`src/rtl/alu_shared_arbiter_if.sv`:
```
// Command/response bundle between two requesters and the shared-ALU arbiter.
interface alu_shared_arbiter_if;
  logic       req0;
  logic [2:0] op0;
  logic [3:0] a0;
  logic [3:0] b0;
  logic       req1;
  logic [2:0] op1;
  logic [3:0] a1;
  logic [3:0] b1;
  logic       ack0;
  logic       ack1;
  logic       done0;
  logic       done1;
  logic [3:0] result;
  logic       zero;
  logic       busy;

  modport master (
    output req0, op0, a0, b0, req1, op1, a1, b1,
    input  ack0, ack1, done0, done1, result, zero, busy
  );

  modport slave (
    input  req0, op0, a0, b0, req1, op1, a1, b1,
    output ack0, ack1, done0, done1, result, zero, busy
  );
endinterface

```
`src/rtl/alu_shared_arbiter.sv`:
```
// Round-robin sharing of one 4-bit, 8-operation ALU between two requesters,
// with a multicycle EXEC phase and registered result/zero/done outputs.
module alu_shared_arbiter_alu (
  input  logic [2:0] op,
  input  logic [3:0] a,
  input  logic [3:0] b,
  output logic [3:0] y
);
  always_comb begin
    y = '0;
    unique case (op)
      3'd0:    y = a + b;
      3'd1:    y = a - b;
      // shift count is the full 4-bit b; anything past 3 clears every bit
      3'd2:    y = (b > 4'd3) ? 4'd0 : (a << b[1:0]);
      3'd3:    y = (b > 4'd3) ? 4'd0 : (a >> b[1:0]);
      3'd4:    y = a & b;
      3'd5:    y = a | b;
      3'd6:    y = a ^ b;
      default: y = ~a;
    endcase
  end
endmodule

module alu_shared_arbiter #(
  parameter int EXEC_CYCLES = 1
) (
  input logic clk,
  input logic rst,
  alu_shared_arbiter_if.slave bus
);
  localparam logic [1:0] IDLE = 2'd0;
  localparam logic [1:0] EXEC = 2'd1;
  localparam logic [1:0] DONE = 2'd2;
  localparam logic [3:0] LAST_CNT = 4'(EXEC_CYCLES - 1);

  logic [1:0] state;
  logic [3:0] cnt;
  logic       last_grant;
  logic       gnt;
  logic       grant_next;
  logic [2:0] op_q;
  logic [3:0] a_q;
  logic [3:0] b_q;
  logic [3:0] alu_y;
  logic [3:0] result_q;
  logic       zero_q;
  logic       ack0_q;
  logic       ack1_q;
  logic       done0_q;
  logic       done1_q;

  // on a tie, serve whoever was not served last
  always_comb grant_next = (bus.req0 && bus.req1) ? ~last_grant : bus.req1;

  alu_shared_arbiter_alu u_alu (
    .op (op_q),
    .a  (a_q),
    .b  (b_q),
    .y  (alu_y)
  );

  always_ff @(posedge clk or posedge rst) begin
    if (rst) begin
      state      <= IDLE;
      cnt        <= '0;
      last_grant <= 1'b1;
      gnt        <= 1'b0;
      op_q       <= '0;
      a_q        <= '0;
      b_q        <= '0;
      result_q   <= '0;
      zero_q     <= 1'b0;
      ack0_q     <= 1'b0;
      ack1_q     <= 1'b0;
      done0_q    <= 1'b0;
      done1_q    <= 1'b0;
    end else begin
      ack0_q  <= 1'b0;
      ack1_q  <= 1'b0;
      done0_q <= 1'b0;
      done1_q <= 1'b0;
      case (state)
        IDLE: begin
          if (bus.req0 || bus.req1) begin
            gnt        <= grant_next;
            last_grant <= grant_next;
            op_q       <= grant_next ? bus.op1 : bus.op0;
            a_q        <= grant_next ? bus.a1  : bus.a0;
            b_q        <= grant_next ? bus.b1  : bus.b0;
            cnt        <= '0;
            ack0_q     <= ~grant_next;
            ack1_q     <= grant_next;
            state      <= EXEC;
          end
        end
        EXEC: begin
          cnt <= cnt + 4'd1;
          if (cnt == LAST_CNT) begin
            result_q <= alu_y;
            zero_q   <= (alu_y == 4'd0);
            done0_q  <= ~gnt;
            done1_q  <= gnt;
            state    <= DONE;
          end
        end
        DONE:    state <= IDLE;
        default: state <= IDLE;
      endcase
    end
  end

  assign bus.ack0   = ack0_q;
  assign bus.ack1   = ack1_q;
  assign bus.done0  = done0_q;
  assign bus.done1  = done1_q;
  assign bus.result = result_q;
  assign bus.zero   = zero_q;
  assign bus.busy   = (state != IDLE);
endmodule

```
`src/flat_wrapper.sv`:
```
// flat-port wrapper written by rule: the top's interface ports become plain ports
module alu_shared_arbiter_flat 
#(
  parameter int EXEC_CYCLES = 1
)
  (clk, rst, bus_req0, bus_op0, bus_a0, bus_b0, bus_req1, bus_op1, bus_a1, bus_b1, bus_ack0, bus_ack1, bus_done0, bus_done1, bus_result, bus_zero, bus_busy);
  alu_shared_arbiter_if bus_i ();
  input logic clk;
  input logic rst;
  input wire logic [$bits(bus_i.req0)-1:0] bus_req0;
  input wire logic [$bits(bus_i.op0)-1:0] bus_op0;
  input wire logic [$bits(bus_i.a0)-1:0] bus_a0;
  input wire logic [$bits(bus_i.b0)-1:0] bus_b0;
  input wire logic [$bits(bus_i.req1)-1:0] bus_req1;
  input wire logic [$bits(bus_i.op1)-1:0] bus_op1;
  input wire logic [$bits(bus_i.a1)-1:0] bus_a1;
  input wire logic [$bits(bus_i.b1)-1:0] bus_b1;
  output wire logic [$bits(bus_i.ack0)-1:0] bus_ack0;
  output wire logic [$bits(bus_i.ack1)-1:0] bus_ack1;
  output wire logic [$bits(bus_i.done0)-1:0] bus_done0;
  output wire logic [$bits(bus_i.done1)-1:0] bus_done1;
  output wire logic [$bits(bus_i.result)-1:0] bus_result;
  output wire logic [$bits(bus_i.zero)-1:0] bus_zero;
  output wire logic [$bits(bus_i.busy)-1:0] bus_busy;
  assign bus_i.req0 = bus_req0;
  assign bus_i.op0 = bus_op0;
  assign bus_i.a0 = bus_a0;
  assign bus_i.b0 = bus_b0;
  assign bus_i.req1 = bus_req1;
  assign bus_i.op1 = bus_op1;
  assign bus_i.a1 = bus_a1;
  assign bus_i.b1 = bus_b1;
  assign bus_ack0 = bus_i.ack0;
  assign bus_ack1 = bus_i.ack1;
  assign bus_done0 = bus_i.done0;
  assign bus_done1 = bus_i.done1;
  assign bus_result = bus_i.result;
  assign bus_zero = bus_i.zero;
  assign bus_busy = bus_i.busy;
  alu_shared_arbiter #(.EXEC_CYCLES(EXEC_CYCLES)) u_core (.clk(clk), .rst(rst), .bus(bus_i));
endmodule
```
`config.mk`:
```
export PLATFORM = sky130hd
export DESIGN_NAME = alu_shared_arbiter_flat
export DESIGN_NICKNAME = d
export VERILOG_FILES = /design/src/rtl/alu_shared_arbiter_if.sv /design/src/rtl/alu_shared_arbiter.sv /design/src/flat_wrapper.sv
export SDC_FILE = /design/constraint.sdc
export NUM_CORES = 1
export LEC_CHECK = 0
export CAP_MARGIN = 20
export CORE_MARGIN = 2
export CORE_UTILIZATION = 30
export DETAILED_ROUTE_END_ITERATION = 6
export PLACE_DENSITY = 0.64
export SETUP_SLACK_MARGIN = 0.2
export SLEW_MARGIN = 10
export SYNTH_ARGS = -nofsm -noshare
export SYNTH_HDL_FRONTEND = slang
export SYNTH_SLANG_ARGS = --single-unit
```
`constraint.sdc`:
```
create_clock -name clk -period 3 [get_ports clk]
set_clock_uncertainty 0.15 [all_clocks]
set_input_delay 0.45 -clock clk [delete_from_list [all_inputs] [get_ports clk]]
set_output_delay 0.45 -clock clk [all_outputs]
set_load 0.02 [all_outputs]
```
== After elaboration in Yosys (flattened, before gate mapping) ==
Cells that the tools add are included.
Storage, ports and cells
  bits in registers: 28
  bits of input ports: 26
  output and inout bits: 10
Cells by class
  $lt $le $gt $ge: 1
  add/subtract/negate cells: 3
  bitwise gates (word level): 7
  reductions and logical operators: 12
  muxes and demuxes: 20
  eq/ne operators: 9
  shift-type cells: 2
Operators with widths (number)
  4-bit one-hot mux with 7 select lines: 1
  4-bit 2-to-1 mux: 5
  3-bit == test, second input constant: 3
  1-bit 2-to-1 mux: 9
  4-bit logical NOT: 2
  4-bit one-hot mux with 2 select lines: 1
  2-bit AND reduction: 4
  3-bit by 2-bit == test with 1-bit output, second input constant: 2
  4-bit by 1-bit adder with 4-bit output, second input constant: 1
  4-bit adder: 1
  4-bit bitwise AND: 1
  4-bit by 2-bit > comparator with 1-bit output, second input constant: 1
  2-bit 2-to-1 mux: 2
  2-bit by 1-bit != test with 1-bit output, second input constant: 2
  4-bit NOT: 1
  4-bit bitwise OR: 1
  2-bit one-hot mux with 2 select lines: 1
  2-bit nonzero test: 2
  4-bit by 2-bit left shift with 4-bit output: 1
  4-bit by 2-bit >> shifter with 4-bit output: 1
  4-bit subtractor: 1
  4-bit XOR: 1
  3-bit by 1-bit == test with 1-bit output, second input constant: 1
  3-bit logical NOT: 1
  other kinds (6): 8

== Depth between registers and ports, before layout ==
Gate-level depths: netlist (run 1).
  word-level depth: 5
  mapped depth: 13
  gate-level depth less buffers: 11

== Cells and area by module ==
From an unflattened synthesis (run 1), not the netlist that was laid out.
Second synthesis, totals
  cells, all modules: 182
  area, all modules: 1863.0 um^2
Modules (own cells, without submodules)
  alu_shared_arbiter: times used 1, sequential area each 701.9 um^2, area an instance 1217.4 um^2, cells an instance 94
  alu_shared_arbiter_alu: times used 1, sequential area each 0.0 um^2, area an instance 645.6 um^2, cells an instance 88

== Worst setup path before layout (run 1) ==
OpenSTA, ideal clock, no wires.
  kind: register to register
  from: register u_core.b_q[0]
  to: register u_core.zero_q, in the netlist u_core.bus.zero
  data required time: 2746 ps
  stages on the path, launching flop included: 12
  slack: 209 ps
  arrival time: 2537 ps
  clock period less this slack: 2791 ps
  path buffers: 1
  setup time: 104 ps
  cell sequence: dfrtp_1 -> clkbuf_1 -> inv_2 -> ha_1 -> a21o_1 -> inv_1 -> ha_1 -> nor2b_1 -> o21a_1 -> o2111a_1 -> a211o_1 -> o41ai_2
On the way
  longest elaborated chain between the ends: 4
  elaborated cells on any way between the ends: 12
  classes of those cells: add/sub (2); order compare (1); shift (2); mux (3); bitwise (3); reduce/logical (1)
RTL lines
  from (decl): RTL line alu_shared_arbiter.sv:44  | logic [3:0] b_q;
  from (signal assigned): RTL line alu_shared_arbiter.sv:90  | b_q <= grant_next ? bus.b1 : bus.b0;
  4-bit by 2-bit > comparator with 1-bit output (tied with other cells): RTL line alu_shared_arbiter.sv:15, alu_shared_arbiter.sv:16
  4-bit 2-to-1 mux (on tied branches): RTL line alu_shared_arbiter.sv:16, alu_shared_arbiter.sv:15
  4-bit one-hot mux with 7 select lines *: RTL line alu_shared_arbiter.sv:11  | unique case (op)
  4-bit logical NOT *: RTL line alu_shared_arbiter.sv:101  | zero_q <= (alu_y == 4'd0);
  to (signal assigned): RTL line alu_shared_arbiter.sv:101
  to (decl): RTL line alu_shared_arbiter.sv:47  | logic zero_q;
Every way passes the cells marked *; elsewhere a longest branch is shown, timed or not.
A chain may end at the register's enable or synchronous reset.

== Worst setup path after layout (run 1) ==
  from: register u_core.op_q[1]
  to: register u_core.zero_q, in the netlist u_core.bus.zero
On the way
  longest elaborated chain between the ends: 3
  elaborated cells on any way between the ends: 9
  classes of those cells: eq/ne (6); mux (1); reduce/logical (2)
RTL lines
  from (decl): RTL line alu_shared_arbiter.sv:42  | logic [2:0] op_q;
  from (signal assigned): RTL line alu_shared_arbiter.sv:88  | op_q <= grant_next ? bus.op1 : bus.op0;
  3-bit == test (tied with other cells): RTL line alu_shared_arbiter.sv:11
  4-bit one-hot mux with 7 select lines *: RTL line alu_shared_arbiter.sv:11
  4-bit logical NOT *: RTL line alu_shared_arbiter.sv:101
Marks and branches as above.

==> impl_metrics.py, run 1 <==
metrics = {
    "logic_synthesis": {
        "syn_area_sq_um": 1870,
        "yosys-top-cells-area": "dfrtp_1 36%, ha_1 10%, mux2i_1 7.5%",
        "syn_inst": 199,
        "ys_seq_area_share_pct": 37.6,
        "synth_common_cells": "27 x dfrtp_1, 23 x nand2_1, 17 x o21ai_0, 15 x ha_1",
        "synth_ff_type": "dfrtp_1",
        "yosysMostFrequentCell": "dfrtp_1",
        "synth_top_cell_area_share_pct": 36.1,
        "syn-num-nets": 241,
        "yosys_warnings": 0,
        "synth_edf_count": 0,
        "async_reset_ff_share_pct": 100,
        "synth-seq-cells": 28,
        "synth.avg_cell_area_sq_um": 9.39,
        "ys_types": 49,
        "synth_top_area_cell": "dfrtp_1",
    },
    "sta": {
        "max_freq_ghz": 0.390,
        "finalSetupViolations": 0,
        "rsz0062_at_grt": "no",
        "timing.slew.headroom_pct": 60.9,
        "tightest_slew_ns": 0.578,
        "setup_tns_ns": 0,
        "layout_setup_ws_ns": 0.435,
        "final-hold-violation-count": 0,
        "timing.final.crit_share_pct": 85.5,
        "maxSlewViolCount": 0,
        "min_period_ns": 2.56,
    },
    "placement": {
        "placed_area_sq_um": 2330,
        "port_buffers": 35,
        "dp.cells": 307,
        "gp_congestion": 0.859,
        "dp_hpwl_microns": 2970,
        "pre_cts_ws_ns": 0.361,
    },
    "worst_setup_path": {
        "start_kind": "register",
        "crit_start": "u_core.op_q[1]",
        "reg2reg_from": "u_core.op_q[1]",
        "crit_type": "register to register",
        "worstPathMaxFanout": 4,
        "end_kind": "register",
        "critical_path_arrival_ns": 2.60,
        "cp_slowest_cell": "dfrtp_1",
        "worst-path-buf-inv": 1,
        "worstPathRequired_ns": 3.03,
        "crit_chain": "nor2_2, nand2_1, nor2_1, a21o_1, inv_1, ha_1, nor2b_1, o21a_1, o2111a_1, a211o_1, o41ai_2",
        "slowest_delay_ns": 0.40,
        "crit_family": "compound AO/OA/AOI/OAI gates",
    },
    "grt": {
        "grt_pass1_wl_microns": 6840,
        "grt.total_usage_pct": 11.8,
        "antenna_found_initial": 0,
        "grt_max_degree": 29,
        "first_global_vias": 1532,
        "overflow": 0,
    },
    "drt": {
        "drcViolationCount": 0,
        "ant_nets": 0,
        "post_drt_wl_per_cell_microns": 12.6,
        "vias": 1541,
        "drt_wl_total_microns": 3920,
        "drt_first_iter_violations": 48,
        "via_per_inst": 4.95,
        "first_pass_iters": 4,
    },
    "clock_tree": {
        "cts-buffers-inserted": 3,
        "cts_setup_buffers": 0,
        "cts_tree": "built",
        "cts_sinks": 28,
        "cts_root_buf": "clkbuf_8",
        "ctsLongestPathBuffers": 2,
        "clk_latency_ns": 0.27,
        "clk_pin_slew_ns": 0.10,
        "cts-htree-levels": 1,
    },
    "power": {
        "total_leakage_power_nw": 1.07,
        "seq_power_share_pct": 28.1,
        "p_sw_w": 0.00111,
        "pwr-share-clk_pct": 11.6,
        "power.density_nw_per_um2": 1060,
        "vdd_drop_max_v": 0.000552,
        "p_comb_share_pct": 60.3,
        "power.internal_w": 0.00145,
        "switching_share_pct": 43.3,
    },
    "final_layout": {
        "post-route-util_pct": 40.4,
        "nets": 279,
        "drive_gt1_share_pct": 9.75,
        "finalInstanceArea_sq_um": 2410,
        "final_cells": 311,
        "antenna_cells": 0,
        "syn_to_final_growth_pct": 28.7,
    },
    "floorplanning": {
        "core-area_sq_um": 5960,
        "rows": 28,
        "die-area_sq_um": 6880,
        "die_w_microns": 82.9,
        "die_h_microns": 82.9,
        "ios": 36,
        "start_util_pct": 31.4,
    },
    "min_path": {
        "hold_start": "u_core.gnt",
        "worstHoldPathType": "register to register",
    },
    "outcome": {
        "outcome": "completed",
    },
    "job": {
        "drv_cap": 0,
    },
}
-- cell type report --
cell class                 count  area, sq um
fill                         620         3550
clock inverter                 1         30.0
tap                           75         93.8
multi-input combinational    146         1070
timing repair buffer          43          410
inverter                      15         56.3
sequential                    28          702
clock buffer                   3         41.3
-- power groups by stage --
stage	Sequential [W]	Clock (W)	Combinational (W)
after floorplan	0.000742	0	0.00107
after global placement	0.000727	0	0.00151
after detailed placement	0.000726	0	0.00154
after CTS	0.000718	0.000305	0.00155
after global routing	0.000746	0.000322	0.00174
final	0.000718	0.000297	0.00154
-- metal layers --
layer	wire length, microns	part of all wire (%)	GRT usage [%]
met2	2020	52	22.1
met4	29	0.74	2.68
met3	124	3.2	1.19
met1	1740	44	14.4
met5	0	0	0
-- cells by family after synthesis --
group	count (synthesis)	synth area share (%)
AOI/OAI and AO/OA	44	16.0
xor gates and xnor gates	4	1.87
adders and majority gates	16	11.1
buffers and inverters	25	5.49
DFF	28	37.6
muxes	20	11.1
and+or+nand+nor	62	16.9
-- sequential cells by signal, summed over array words and instances (netlist names) --
name,count
u_core.b_q,4
u_core.last_grant,1
u_core.bus.result,4
u_core.a_q,4
u_core.state,2
u_core.bus.ack0,1
u_core.bus.ack1,1
u_core.gnt,1
u_core.op_q,3
u_core.bus.done0,1
u_core.cnt,4
u_core.bus.done1,1
u_core.bus.zero,1
-- final timing paths --
check                           slack [ns]                end  depth (start not counted)
worst max-delay path                  0.44    u_core.bus.zero                         11
worst min-delay path                  0.31   u_core.bus.done0                          1
worst max register to register        0.44    u_core.bus.zero                         11
worst min register to register        0.31   u_core.bus.done0                          1
max in group asynchronous             2.02  u_core.last_grant                          3
min in group asynchronous             0.38    u_core.bus.ack1                          3
-- cell usage in the layout (no fill, tap or decap), types with 3 or more instances in the layout --
cell type	instances
clkdlybuf4s50_1	35
a21oi_1	3
nand2_1	23
dfrtp_1	27
buf_4	8
a21o_1	3
inv_1	14
o21ai_0	17
nor2_1	11
clkbuf_8	3
ha_1	15
nand3b_1	3
xnor2_1	3
mux2i_1	14
mux2_2	5
nand3_1	4
o211ai_1	6
-- per-stage QoR --
stage	power, W	hold WS [ns]
floorplan	0.00181	0.268
global placement	0.00224	0.306
detailed placement	0.00227	0.303
CTS	0.00258	0.318
global route	0.00281	0.340
finish	0.00255	0.315
-- timing repair --
action,in CTS,in global routing
endpoints found under the setup margin,0,1
gates resized for setup,0,2
hold buffers,0,0
Power figures use the tool's default switching activity.
==> run 2, diff against run 1 <==
Settings changed: RECOVER_POWER set to 100.
==> run 2 against run 1 <==
  * Critical path depth did not move
  * Via count rose by 0.39%
  * Hold slack barely moved
  * Wire length fell by 0.13%
  * Critical endpoint unchanged
  * Highest routed layer unchanged
==> impl_metrics.py, run 2 (synthesis gave the netlist of run 1 again) <==
metrics = {
    "floorplanning": {
        "die_w_microns": 82.9,
        "die-area_sq_um": 6880,
        "start_util_pct": 31.4,
        "core-area_sq_um": 5960,
        "die_h_microns": 82.9,
        "rows": 28,
        "ios": 36,
    },
    "outcome": {
        "outcome": "completed",
    },
    "worst_setup_path": {
        "critical_path_arrival_ns": 2.69,
        "worstPathMaxFanout": 4,
        "worstPathRequired_ns": 3.04,
        "start_kind": "register",
        "end_kind": "register",
        "crit_type": "register to register",
    },
    "sta": {
        "timing.slew.headroom_pct": 1.24,
        "final-hold-violation-count": 0,
        "tightest_slew_ns": 1.48,
        "setup_tns_ns": 0,
        "timing.final.crit_share_pct": 88.3,
        "finalSetupViolations": 0,
        "max_freq_ghz": 0.377,
        "min_period_ns": 2.65,
        "layout_setup_ws_ns": 0.350,
        "rsz0062_at_grt": "no",
        "maxSlewViolCount": 0,
    },
    "final_layout": {
        "final_common_cell": "dfrtp_1",
        "syn_to_final_growth_pct": 28.0,
        "nets": 279,
        "drive_gt1_share_pct": 7.63,
        "layout_common_cells": "27 x dfrtp_1, 23 x nand2_1, 23 x clkdlybuf4s50_1",
        "antenna_cells": 0,
    },
    "grt": {
        "overflow": 0,
        "grt.total_usage_pct": 11.8,
        "antenna_found_initial": 0,
        "first_global_vias": 1532,
        "grt_max_degree": 29,
        "grt_pass1_wl_microns": 6840,
    },
    "clock_tree": {
        "cts_root_buf": "clkbuf_8",
        "clk_pin_slew_ns": 0.10,
        "ctsLongestPathBuffers": 2,
        "cts_hold_buffers": 0,
        "cts_tree": "built",
        "cts-htree-levels": 1,
        "clk_latency_ns": 0.28,
        "cts-buffers-inserted": 3,
        "cts_sinks": 28,
    },
    "drt": {
        "topRoutingLayerUsed": "met4",
        "drcViolationCount": 0,
        "drt_wl_total_microns": 3920,
        "wl_met3_microns": 111,
        "post_drt_wl_per_cell_microns": 12.6,
        "ant_nets": 0,
        "wl_met1_microns": 1740,
        "first_pass_iters": 4,
        "drt_first_iter_violations": 68,
        "via_per_inst": 4.97,
        "dr_wl_met2_microns": 2020,
        "vias": 1547,
    },
    "power": {
        "switching_share_pct": 43.6,
        "total_leakage_power_nw": 1.08,
        "p_comb_share_pct": 59.9,
        "seq_power_share_pct": 28.2,
        "power.internal_w": 0.00142,
        "p_sw_w": 0.00110,
        "power.density_nw_per_um2": 1050,
        "pwr-share-clk_pct": 11.9,
        "vdd_drop_max_v": 0.000512,
    },
    "placement": {
        "port_buffers": 35,
        "gp_congestion": 0.859,
        "pre_cts_ws_ns": 0.361,
        "dp_hpwl_microns": 2970,
    },
    "min_path": {
        "worstHoldPathType": "register to register",
    },
    "job": {
        "drv_cap": 0,
    },
}
==> run 2: changes by cell type in the layout (fill, tap and decap cells not counted), sizes merged <==
cell,before,now
clkdlybuf4s50,35,23
buf,8,5
clkbuf,3,6
dlygate4sd3,0,12
==> run 2: routing by layer <==
| layer | up-vias | GRT usage, % |
|---|---|---|
| li1 | 777 | - |
| met1 | 735 | 14.4 |
| met2 | 29 | 22.1 |
| met3 | 6 | 1.19 |
| met4 | 0 | 2.68 |
| met5 | - | 0 |
==> run 2: layout make-up <==
| type | instances | area, sq um |
|---|---|---|
| clock buffer | 3 | 41.3 |
| timing repair buffer | 43 | 399 |
| inverter | 15 | 56.3 |
| sequential | 28 | 702 |
| multi-input combinational | 146 | 1070 |
| clock inverter | 1 | 30.0 |
| fill | 626 | 3560 |
| tap | 75 | 93.8 |
==> run 2: path summary, 6_finish.rpt <==
check / start / endpoint / slack (ns) / cells past startpoint
max: u_core.op_q[1] / u_core.bus.zero / 0.35 / 11
min: u_core.gnt / u_core.bus.done0 / 0.31 / 1
max reg2reg: u_core.op_q[1] / u_core.bus.zero / 0.35 / 11
min reg2reg: u_core.gnt / u_core.bus.done0 / 0.31 / 1
max in group asynchronous: rst / u_core.op_q[2] / 0.88 / 3
min in group asynchronous: rst / u_core.bus.ack1 / 0.96 / 3
==> run 2: timing repair <==
action,4_1_cts,5_1_grt
gates resized for setup,0,2
endpoints found under the setup margin,0,1
hold endpoints to repair,0,0
buffers inserted,0,0
==> run 2: power groups by stage <==
stage / registers (W) / clock network, W / logic [W]
after floorplan: 0.000742 / 0 / 0.00107
after global placement: 0.000727 / 0 / 0.00151
after detailed placement: 0.000726 / 0 / 0.00154
after CTS: 0.000718 / 0.000305 / 0.00155
after global routing: 0.000741 / 0.000322 / 0.00171
final: 0.000711 / 0.000299 / 0.00151
==> run 2: stage by stage <==
stage	instances	cell area [sq um]	util (%)	power [W]	hold slack [ns]
after floorplan	199	1870	-	0.00181	0.268
after global placement	307	2330	39.1	0.00224	0.306
after detailed placement	307	2330	39.1	0.00227	0.303
after CTS	311	2400	40.3	0.00258	0.318
after global routing	311	2390	40.2	0.00277	0.340
final	311	2390	40.2	0.00252	0.315
==> run 2: worst max-delay path: stages (launching register included) <==
cell and delay (ns):
dfrtp_1 0.39, nor2_1 0.27, nand2_1 0.12, nor2_1 0.10, a21o_1 0.13, inv_1 0.05
ha_1 0.26, nor2b_1 0.13, o21a_1 0.18, o2111a_1 0.22, a211o_1 0.25, o41ai_2 0.32
==> run 3, diff against run 2 <==
Settings changed: CORE_UTILIZATION 30 to 47, PLACE_DENSITY 0.64 to 0.87.
==> run 3 against run 2 <==
  * Largest cell class unchanged
  * Design area decreased by 1.8%
  * First-iteration DRC count decreased by 40%
  * Critical path type unchanged
  * Maximum frequency decreased by 0.72%
  * Final cell count decreased by 8.7%
  * Highest routed layer unchanged
  * Global-route usage increased by 9.0 points
  * Flip-flop and latch count unchanged
==> impl_metrics.py, run 3 (synthesis gave the netlist of run 1 again) <==
metrics = {
    "min_path": {
        "min_path_cells": 1,
        "worstHoldPathType": "register to register",
        "hold_start": "u_core.gnt",
        "min_to": "u_core.bus.done0",
    },
    "worst_setup_path": {
        "cp_slowest_cell": "dfrtp_1",
        "slowest_delay_ns": 0.39,
        "start_kind": "register",
        "regToRegEndpoint": "u_core.bus.zero",
        "end_kind": "register",
        "reg2reg_depth": 10,
        "worstPathMaxFanout": 5,
        "reg2reg_from": "u_core.b_q[0]",
        "crit_chain": "inv_1, ha_1, a21o_1, inv_1, ha_1, nor2b_1, o21a_1, o2111a_1, a211o_1, o41ai_1",
        "critical_path_arrival_ns": 2.68,
        "crit_type": "register to register",
        "r2r_slack_ns": 0.33,
        "worstPathRequired_ns": 3.01,
    },
    "grt": {
        "antenna_found_initial": 0,
        "overflow": 0,
        "grt_max_degree": 29,
        "first_global_vias": 1501,
        "grt_pass1_wl_microns": 7090,
        "grt.total_usage_pct": 20.7,
    },
    "floorplanning": {
        "core-area_sq_um": 3740,
        "die_h_microns": 67.1,
        "die-area_sq_um": 4500,
        "rows": 22,
        "start_util_pct": 49.9,
        "ios": 36,
        "die_w_microns": 67.1,
    },
    "outcome": {
        "outcome": "completed",
    },
    "sta": {
        "finalSetupViolations": 0,
        "holdWs_ns": 0.336,
        "rsz0062_at_grt": "no",
        "timing.slew.headroom_pct": 3.31,
        "maxSlewViolCount": 0,
        "min_period_ns": 2.67,
        "tightest_slew_ns": 1.45,
        "timing.final.crit_share_pct": 89.0,
        "max_freq_ghz": 0.375,
        "setup_tns_ns": 0,
        "final-hold-violation-count": 0,
    },
    "drt": {
        "wl_met1_microns": 1800,
        "dr_wl_met2_microns": 2070,
        "vias": 1597,
        "drt_wl_total_microns": 4080,
        "wl_met3_microns": 165,
        "first_pass_iters": 4,
        "ant_nets": 0,
        "via_per_inst": 5.62,
        "post_drt_wl_per_cell_microns": 14.4,
        "drcViolationCount": 0,
        "drt_first_iter_violations": 41,
        "topRoutingLayerUsed": "met4",
    },
    "clock_tree": {
        "cts_sinks": 28,
        "cts-buffers-inserted": 3,
        "clk_latency_ns": 0.27,
        "cts_hold_buffers": 0,
        "cts_root_buf": "clkbuf_8",
        "ctsLongestPathBuffers": 2,
        "cts_tree": "built",
        "cts-htree-levels": 1,
        "clk_pin_slew_ns": 0.09,
    },
    "placement": {
        "placed_area_sq_um": 2290,
        "port_buffers": 35,
        "dp_hpwl_microns": 3120,
        "gp_congestion": 0.939,
    },
    "job": {
        "drv_cap": 0,
    },
    "final_layout": {
        "final_common_cell": "dfrtp_1",
        "nets": 279,
        "finalInstanceArea_sq_um": 2350,
        "drive_gt1_share_pct": 7.20,
        "antenna_cells": 0,
        "syn_to_final_growth_pct": 25.6,
        "n_fill_cell": 322,
        "layout_common_cells": "27 x dfrtp_1, 23 x nand2_1, 23 x clkdlybuf4s50_1",
    },
    "power": {
        "vdd_drop_max_v": 0.000650,
        "power_w": 0.00253,
        "total_leakage_power_nw": 1.07,
        "power.density_nw_per_um2": 1080,
    },
}
## run 3: layer usage
layer  global-route usage (%)  up-vias
li1                         -      778
met1                     28.0      769
met2                     35.0       44
met3                     2.36        6
met4                     5.61        0
met5                        0        -
## run 3: area by class of cell
cell class	count	area [sq um]	area share [%]
Multi-Input combinational cell	146	1060	45.1
Sequential cell	28	702	29.9
Timing Repair Buffer	43	399	17.0
Tap cell	48	60.1	2.56
Inverter	15	56.3	2.40
Clock buffer	3	41.3	1.76
Clock inverter	1	30.0	1.28
## run 3: critical path, delay by kind of cell (launching register included)
kind / cells / cell delay (ns)
AO/OA/AOI/OAI: 5 / 1.19
adder cells (fa/ha/maj): 2 / 0.47
flip-flops: 1 / 0.39
buffers and inverters: 2 / 0.23
AND/OR/NAND/NOR: 1 / 0.13
## run 3: power by group
group	switching [W]	internal [W]	total, W
registers	0.000179	0.000550	0.000728
clock network	0.000114	0.000179	0.000292
logic	0.000816	0.000689	0.00151
total	0.00111	0.00142	0.00253
## run 3: worst max-delay path by stage
| stage | from | to | slack [ns] | cells past startpoint |
|---|---|---|---|---|
| 5_1_grt | u_core.b_q[0] | u_core.bus.zero | 0.15 | 10 |
| 3_5_place_dp | u_core.op_q[1] | u_core.bus.zero | 0.32 | 11 |
| 2_1_floorplan | u_core.b_q[0] | u_core.bus.zero | 0.21 | 11 |
| 4_1_cts | u_core.op_q[1] | u_core.bus.zero | 0.29 | 11 |
| 3_3_place_gp | u_core.op_q[1] | u_core.bus.zero | 0.46 | 11 |
| 6_report | u_core.b_q[0] | u_core.bus.zero | 0.33 | 10 |
## run 3: what timing repair did
item,in CTS,in global routing
endpoints found under the setup margin,0,1
buffers inserted,0,0
resized for setup,0,1
## run 3: stage by stage
step                      util (%)  std cells  setup slack (ns)
after floorplan                  -        199             0.209
after global placement        61.3        280             0.458
after detailed placement      61.3        280             0.322
after CTS                     63.2        284             0.294
after global routing          62.7        284             0.146
final                         62.7        284             0.330
